--- src/rtl/uart_frame_sequencer_if.sv ---
// Signal bundle between the frame sequencer and its UART / memory / downsampler neighbours.
interface uart_frame_sequencer_if #(
    parameter int ADDR_W = 20
);
    logic              recieve_start;
    logic              recieving;
    logic              recieve_over;
    logic              transmit_active;
    logic              transmit_over;
    logic              finish;
    logic [ADDR_W-1:0] address_uart;
    logic              mem_en;
    logic              mem_we;
    logic              transmit_begin;
    logic              start_calculation;
    logic [1:0]        phase;
    logic              done;

    modport master (
        input  recieve_start, recieving, recieve_over, transmit_active, transmit_over, finish,
        output address_uart, mem_en, mem_we, transmit_begin, start_calculation, phase, done
    );

    modport slave (
        output recieve_start, recieving, recieve_over, transmit_active, transmit_over, finish,
        input  address_uart, mem_en, mem_we, transmit_begin, start_calculation, phase, done
    );
endinterface

--- src/rtl/uart_frame_sequencer.sv ---
// Receive a frame into memory, run the downsampler, transmit the result frame.
// UART_SEQ_LOOP_EN: when defined, DONE pulses for one cycle and the next frame starts.
module uart_frame_sequencer #(
    parameter int ADDR_W   = 20,
    parameter int RX_BASE  = 0,
    parameter int RX_COUNT = 65536,
    parameter int TX_BASE  = 65536,
    parameter int TX_COUNT = 16384
) (
    input  logic                   s_tick,
    input  logic                   rst,
    uart_frame_sequencer_if.master bus
);
    localparam longint unsigned RX_END    = longint'(RX_BASE) + longint'(RX_COUNT) - 64'd1;
    localparam longint unsigned TX_END    = longint'(TX_BASE) + longint'(TX_COUNT) - 64'd1;
    localparam longint unsigned ADDR_SPAN = 64'd1 << ADDR_W;

    localparam logic [ADDR_W-1:0] RX_FIRST = ADDR_W'(RX_BASE);
    localparam logic [ADDR_W-1:0] RX_LAST  = ADDR_W'(RX_END);
    localparam logic [ADDR_W-1:0] TX_FIRST = ADDR_W'(TX_BASE);
    localparam logic [ADDR_W-1:0] TX_LAST  = ADDR_W'(TX_END);

    // The address counter never wraps, so both phase ranges must fit the address width.
    generate
        if (RX_COUNT < 1 || TX_COUNT < 1 || RX_END >= ADDR_SPAN || TX_END >= ADDR_SPAN) begin : g_bad_cfg
            $error("uart_frame_sequencer: RX/TX address range does not fit ADDR_W");
        end
    endgenerate

    typedef enum logic [3:0] {
        RX_IDLE, RX_DATA, WR, WR_HOLD, RX_NEXT, CALC,
        TX_RD, TX_HOLD, TX_START, TX_WAIT, TX_NEXT, DONE
    } state_t;

    state_t state;

    // Outputs are registered alongside the state, so each is set on entry to the state that owns it.
    always_ff @(posedge s_tick) begin
        if (rst) begin
            state                 <= RX_IDLE;
            bus.address_uart      <= RX_FIRST;
            bus.mem_en            <= 1'b0;
            bus.mem_we            <= 1'b0;
            bus.transmit_begin    <= 1'b0;
            bus.start_calculation <= 1'b0;
            bus.done              <= 1'b0;
            bus.phase             <= 2'd0;
        end else begin
            case (state)
                RX_IDLE: if (bus.recieve_start) state <= RX_DATA;
                RX_DATA: begin
                    if (!bus.recieving) begin
                        state      <= WR;
                        bus.mem_en <= 1'b1;
                        bus.mem_we <= 1'b1;
                    end
                end
                WR: state <= WR_HOLD;
                WR_HOLD: begin
                    state      <= RX_NEXT;
                    bus.mem_en <= 1'b0;
                    bus.mem_we <= 1'b0;
                end
                RX_NEXT: begin
                    if (bus.recieve_over) begin
                        if (bus.address_uart == RX_LAST) begin
                            state                 <= CALC;
                            bus.start_calculation <= 1'b1;
                            bus.phase             <= 2'd1;
                        end else begin
                            state            <= RX_IDLE;
                            bus.address_uart <= bus.address_uart + ADDR_W'(1);
                        end
                    end
                end
                CALC: begin
                    if (bus.finish) begin
                        state                 <= TX_RD;
                        bus.start_calculation <= 1'b0;
                        bus.address_uart      <= TX_FIRST;
                        bus.mem_en            <= 1'b1;
                        bus.mem_we            <= 1'b0;
                        bus.phase             <= 2'd2;
                    end
                end
                TX_RD: state <= TX_HOLD;
                TX_HOLD: begin
                    state              <= TX_START;
                    bus.transmit_begin <= 1'b1;
                end
                // Read data stays presented until the transmitter has taken the byte.
                TX_START: begin
                    if (bus.transmit_active) begin
                        state              <= TX_WAIT;
                        bus.transmit_begin <= 1'b0;
                        bus.mem_en         <= 1'b0;
                    end
                end
                TX_WAIT: if (!bus.transmit_active) state <= TX_NEXT;
                TX_NEXT: begin
                    if (bus.transmit_over) begin
                        if (bus.address_uart == TX_LAST) begin
                            state     <= DONE;
                            bus.done  <= 1'b1;
                            bus.phase <= 2'd3;
                        end else begin
                            state            <= TX_RD;
                            bus.address_uart <= bus.address_uart + ADDR_W'(1);
                            bus.mem_en       <= 1'b1;
                        end
                    end
                end
                DONE: begin
`ifdef UART_SEQ_LOOP_EN
                    state            <= RX_IDLE;
                    bus.done         <= 1'b0;
                    bus.phase        <= 2'd0;
                    bus.address_uart <= RX_FIRST;
`else
                    state    <= DONE;
                    bus.done <= 1'b1;
`endif
                end
                default: begin
                    state                 <= RX_IDLE;
                    bus.address_uart      <= RX_FIRST;
                    bus.mem_en            <= 1'b0;
                    bus.mem_we            <= 1'b0;
                    bus.transmit_begin    <= 1'b0;
                    bus.start_calculation <= 1'b0;
                    bus.done              <= 1'b0;
                    bus.phase             <= 2'd0;
                end
            endcase
        end
    end
endmodule

--- src/flat_wrapper.sv ---
// flat-port wrapper written by rule: the top's interface ports become plain ports
module uart_frame_sequencer_flat 
#(
    parameter int ADDR_W   = 20,
    parameter int RX_BASE  = 0,
    parameter int RX_COUNT = 65536,
    parameter int TX_BASE  = 65536,
    parameter int TX_COUNT = 16384
)
  (s_tick, rst, bus_recieve_start, bus_recieving, bus_recieve_over, bus_transmit_active, bus_transmit_over, bus_finish, bus_address_uart, bus_mem_en, bus_mem_we, bus_transmit_begin, bus_start_calculation, bus_phase, bus_done);
  uart_frame_sequencer_if #(.ADDR_W(ADDR_W)) bus_i ();
  input  logic s_tick;
  input  logic rst;
  input wire logic [$bits(bus_i.recieve_start)-1:0] bus_recieve_start;
  input wire logic [$bits(bus_i.recieving)-1:0] bus_recieving;
  input wire logic [$bits(bus_i.recieve_over)-1:0] bus_recieve_over;
  input wire logic [$bits(bus_i.transmit_active)-1:0] bus_transmit_active;
  input wire logic [$bits(bus_i.transmit_over)-1:0] bus_transmit_over;
  input wire logic [$bits(bus_i.finish)-1:0] bus_finish;
  output wire logic [$bits(bus_i.address_uart)-1:0] bus_address_uart;
  output wire logic [$bits(bus_i.mem_en)-1:0] bus_mem_en;
  output wire logic [$bits(bus_i.mem_we)-1:0] bus_mem_we;
  output wire logic [$bits(bus_i.transmit_begin)-1:0] bus_transmit_begin;
  output wire logic [$bits(bus_i.start_calculation)-1:0] bus_start_calculation;
  output wire logic [$bits(bus_i.phase)-1:0] bus_phase;
  output wire logic [$bits(bus_i.done)-1:0] bus_done;
  assign bus_i.recieve_start = bus_recieve_start;
  assign bus_i.recieving = bus_recieving;
  assign bus_i.recieve_over = bus_recieve_over;
  assign bus_i.transmit_active = bus_transmit_active;
  assign bus_i.transmit_over = bus_transmit_over;
  assign bus_i.finish = bus_finish;
  assign bus_address_uart = bus_i.address_uart;
  assign bus_mem_en = bus_i.mem_en;
  assign bus_mem_we = bus_i.mem_we;
  assign bus_transmit_begin = bus_i.transmit_begin;
  assign bus_start_calculation = bus_i.start_calculation;
  assign bus_phase = bus_i.phase;
  assign bus_done = bus_i.done;
  uart_frame_sequencer #(.ADDR_W(ADDR_W), .RX_BASE(RX_BASE), .RX_COUNT(RX_COUNT), .TX_BASE(TX_BASE), .TX_COUNT(TX_COUNT)) u_core (.s_tick(s_tick), .rst(rst), .bus(bus_i));
endmodule
--- config.mk ---
export PLATFORM = sky130hd
export DESIGN_NAME = uart_frame_sequencer_flat
export DESIGN_NICKNAME = d
export VERILOG_FILES = /design/src/rtl/uart_frame_sequencer_if.sv /design/src/rtl/uart_frame_sequencer.sv /design/src/flat_wrapper.sv
export SDC_FILE = /design/constraint.sdc
export NUM_CORES = 1
export LEC_CHECK = 0
export ABC_AREA = 1
export CAP_MARGIN = 20
export CORE_MARGIN = 3
export CORE_UTILIZATION = 48
export CTS_CLUSTER_SIZE = 10
export DETAILED_ROUTE_END_ITERATION = 8
export PLACE_DENSITY_LB_ADDON = 0.2
export SYNTH_ARGS = -nofsm -noshare
export SYNTH_HDL_FRONTEND = slang
export SYNTH_SLANG_ARGS = --single-unit
--- constraint.sdc ---
create_clock -name s_tick -period 1.9 [get_ports s_tick]
set_clock_uncertainty 0.2 [all_clocks]
set_input_delay 0.19 -clock s_tick [delete_from_list [all_inputs] [get_ports s_tick]]
set_output_delay 0.19 -clock s_tick [all_outputs]
set_load 0.02 [all_outputs]
Word level (Yosys, flattened, before mapping)

Cells that the tools add are included.

Register bits after elaboration: 31
Input port bits: 8
Output and inout port bits: 27
Logic and storage cells: 91

$add $sub $neg: 1
Equal/unequal tests: 24
Multiplexer cells: 37
Bitwise operators: 6
Reductions and logical operators: 15

Operators with widths:

| cell                    | count |
|---|---|
| $mux W20                | 5 |
| $pmux W20 S4            | 1 |
| $pmux W4 S12            | 1 |
| $mux W4                 | 8 |
| $reduce_or A10 Y1       | 3 |
| $add A20 B1 Y20 const B | 1 |
| $eq A20 B16 Y1 const B  | 1 |
| $eq A20 B17 Y1 const B  | 1 |
| $ne A2 B2 Y1 const B    | 9 |
| $reduce_and A6 Y1       | 3 |
| $reduce_or A9 Y1        | 2 |
| $eq A4 B3 Y1 const B    | 4 |
| $eq A4 B4 Y1 const B    | 4 |
| $pmux W1 S3             | 4 |
| $mux W1                 | 10 |
| $mux W2                 | 5 |
| $eq A4 B2 Y1 const B    | 2 |
| $pmux W2 S4             | 1 |
| $reduce_and A7 Y1       | 1 |
| $reduce_or A7 Y1        | 1 |
| $not A1 Y1              | 6 |
| $reduce_and A3 Y1       | 2 |
| $pmux W1 S5             | 1 |
| $eq A4 B1 Y1 const B    | 1 |
| 5 further kinds         | 6 |

Logic depth before layout (Yosys ltp)

Word-level depth: 4
Gate-level depth with buffers: 12
Mapped depth without buffers: 12

Worst setup path before layout

No wires, ideal clock.

Path kind: register -> register
Start: register u_core.bus.address_uart[0]
End: register u_core.bus.address_uart[8]
Setup time: 0.070 ns
Arrival time: 1.874 ns
Required time: 1.630 ns
Slack: -0.245 ns
Stages on the path, launching flop included: 13
Path buffers: 1
Clock period less this slack: 2.145 ns
Cell sequence: dfxtp_1 ha_1 nand2_1 nor2_4 nand2_1 nor2_2 nand3_1 nand2_2 inv_1 nand2_4 buf_6 nand2_1 a21oi_1

Cells in the longest elaborated chain, start to end: 4
Elaborated cells on any way between the ends: 11
Classes of those cells: add/sub (1); eq/ne (4); mux (5); reduce/logical (1)

Ends and longest elaborated chain:

| what                               | RTL line                                                | text |
|---|---|---|
| start, declared                    | uart_frame_sequencer_if.sv:21                           | `output address_uart, mem_en, mem_we, transmit_begin, start_calculation, phase, done` |
| start signal, assigned             | uart_frame_sequencer.sv:72                              | `bus.address_uart <= bus.address_uart + ADDR_W'(1);` |
| start signal, assigned             | uart_frame_sequencer.sv:108                             | `bus.address_uart <= bus.address_uart + ADDR_W'(1);` |
| $add A20 B1 Y20                    | uart_frame_sequencer.sv:72, uart_frame_sequencer.sv:108 |  |
| $mux W20, on equally long branches | uart_frame_sequencer.sv:102, uart_frame_sequencer.sv:66 |  |
| $mux W20, on equally long branches | uart_frame_sequencer.sv:101, uart_frame_sequencer.sv:65 |  |
| $pmux W20 S4                       | uart_frame_sequencer.sv:49                              | `case (state)` |

Parallel ways exist; a longest one is shown, timed or not. The select of a mux whose other input is x is not followed.
A chain may end at the register's enable or synchronous reset.

Worst setup path in the final report

Start: register u_core.bus.address_uart[2]
End: output port bus_address_uart[2]

RTL lines:

| what          | RTL line           | text |
|---|---|---|
| end, declared | flat_wrapper.sv:20 | `output wire logic [$bits(bus_i.address_uart)-1:0] bus_address_uart;` |

No word-level cell between the ends.

==> run metrics <==
Crit Path Max Fanout 5; setup repair after global routing missed its margin yes; Worst-Margin Slew roughly 0.3 ns; Finished Cell Area just under 3000 um^2; Skew-Pair Late Insertion Delay 0.29 ns; outcome finished clean; Mapped Cells roughly 360; sequential area share after synthesis 0.293; adder-cell share of the synthesized area 0.00591; Synth top area share 0.293; Simple-Gate Fraction of Synth Area 0.448; Core ar. around 4100 um^2; Critical Path AT between 1 and 1.5 ns; # Max-Cap Violations 0; fin crit share 0.965; Max transition margin 0.800; FP Rows 23; Synth Flop Type dfxtp_1; asr flop ratio synth 0; port buffer count 34; Clock power frac 0.240; Post-Synth XOR/XNOR Area 0.0331; Internal ~1.3 mW; Final #Nets between 400 and 500; Iter 0 DRT Violations between 200 and 300; Die H between 70 and 80 um; Antenna Violating Nets Remaining 0; clk root buf clkbuf_8; Synth Area in Compound Gates 0.122; Setup crit end kind primary output; Die W roughly 72 um; leak pwr roughly 1.1 nW; Mapped Area between 2000 and 2500 um^2; DRC Markers 0; largest net degree at the start of global routing 25; post-DP HPWL around 4400 um; P_sw 0.835 mW; TritonCTS clock tree built; Remaining Overflow, GRT 0; post-synthesis average cell area 5.92 um^2; Data required, critical path between 1.5 and 2 ns; Inst Count DP about 460; most frequent cell after synthesis nand2_1; Power per Cell Area between 700 and 800 nW/um^2; fmax around 550 MHz; Final Hold Violating Endpoints 0; Antenna diodes 0; Initial Utilization 0.515; Logic pwr share 0.397; Reg power frac 0.362; DR vias between 2k and 3k; Synth cell types 29; Syn Nets between 300 and 400; layout cells sized above 1 0.206; area delta synth->final 40.6%; clock sinks 31; minimum clock period about 1.8 ns; worst vdd ir 605 uV; drt pass-1 iters 5; Fillers approximately 320; gpl congestion 0.959; placed cell area approximately 2700 um^2; initial antenna violation count 0; synth warn 0; cts bufs inserted 5; register bit count reported by yosys 31; largest family of logic cells by synthesized area simple AND/OR/NAND/NOR gates; vias in the first global route approximately 2.2k; startpoint type of the worst setup path register; most frequent cells after synthesis nand2_1, nor2_1, inv_1; synth top area cells dfxtp_1, nand2_1, nor2_1; area leader, netlist dfxtp_1; die area 5250 um^2; Clock transition at path regs around 0.070 ns; Cell Count, Final, Fillers Out between 400 and 500; IO Count 35; drt wl/cell between 10 and 15 um; worst min path class register to register; switching fraction of total power 0.389; drt total wl 6380 um; first-pass GRT wire length 10,100 um; CTS H-tree lvls 2; crit path kind register to primary output; Via density roughly 5.3; Slew Limit Fails 0; GRT Util Overall 0.240; mux contribution to synthesized area 0; Post-synth EDFFs 0; Final setup viols 0; CTS max path bufs 2
==> placed cells by master (no fill, tap or decap), types with 2 or more instances in the layout <==
cell	synthesis	layout
nor3b_2	0	2
nand3_1	21	18
o21ai_0	12	12
dfxtp_1	31	24
nand4_1	3	3
a21oi_2	0	2
nand3_2	0	3
dfxtp_4	0	5
clkbuf_1	3	3
buf_4	0	30
a21oi_1	30	28
nand2_1	114	110
nor3_1	4	3
nor2_2	5	5
nand2_2	7	8
buf_6	3	2
xor2_1	5	5
xnor2_1	3	3
clkbuf_8	0	5
nand2_4	1	4
o21ai_1	2	2
nor2_1	56	51
inv_2	4	6
dfxtp_2	0	2
nor2_4	4	9
clkdlybuf4s50_1	0	34
inv_1	38	36
nand3b_1	2	2
==> final cells by class <==
type,instances,area (um^2),share of cell area
clock buffer,8,80.1,0.0269
tap,50,62.6,0.0210
timing repair buffer,67,608,0.204
sequential,31,642,0.215
multi-input combinational,279,1430,0.480
inverter,42,158,0.0529
==> logic make-up (layout without fill, tap and decap cells) <==
kind of cell | after synthesis | after routing
simple gates | 220 | 221
compound gates | 49 | 49
buf+inv | 49 | 117
flops | 31 | 31
xor+xnor | 8 | 8
fa+ha+maj | 1 | 1
==> power groups by stage <==
stage	clock network, mW	logic (mW)	registers [mW]
after detailed placement	0	0.771	0.782
after floorplan	0	0.458	0.834
final	0.515	0.852	0.777
after global routing	0.549	0.930	0.784
after CTS	0.524	0.776	0.768
after global placement	0	0.762	0.779
==> final timing paths <==
kind | from | endpoint | slack (ns) | cells past startpoint
worst max register to register | u_core.bus.address_uart[1] | u_core.state[0] | 0.07 | 11
worst min register to register | u_core.bus.phase[1] | u_core.bus.phase[1] | 0.24 | 2
worst min-delay path | u_core.bus.phase[1] | u_core.bus.phase[1] | 0.24 | 2
worst max-delay path | u_core.bus.address_uart[2] | bus_address_uart[2] | 0.07 | 2
==> flip-flops by register name (all words and copies together), names as in the netlist <==
signal,count
u_core.bus.address_uart,20
u_core.state,4
u_core.bus.phase,2
u_core.bus.done,1
u_core.bus.mem_en,1
u_core.bus.mem_we,1
u_core.bus.start_calculation,1
u_core.bus.transmit_begin,1
==> metrics by stage <==
stage                     total power [mW]   util  worst slack [ns]  TNS [ns]  hold WS, ns
after detailed placement              1.55  0.667            0.0201         0        0.234
after CTS                             2.07  0.686           0.00760         0        0.246
after floorplan                       1.29      -           0.00997         0        0.209
after global routing                  2.26  0.724           -0.0534    -0.223        0.257
final                                 2.14  0.724            0.0666         0        0.245
after global placement                1.54  0.667            0.0348         0        0.233
==> per-layer routing <==
metal | track usage | share of wire
met2 | 0.362 | 0.44
met3 | 0.0526 | 0.083
met5 | 0 | 0
met4 | 0.0861 | 0.026
met1 | 0.334 | 0.45
==> what timing repair did <==
item                                    4_1_cts  5_1_grt
endpoints found under the setup margin        0       27
hold buffers                                  0        0
buffers inserted                              0        4
gates resized for setup                       0       32
==> worst max-delay path, cell delays in order, from the launching register on <==
cell,delay [ns]
dfxtp_1,0.39
buf_4,0.16
clkdlybuf4s50_1,0.61
No activity file was read; power rests on OpenSTA's default activity.
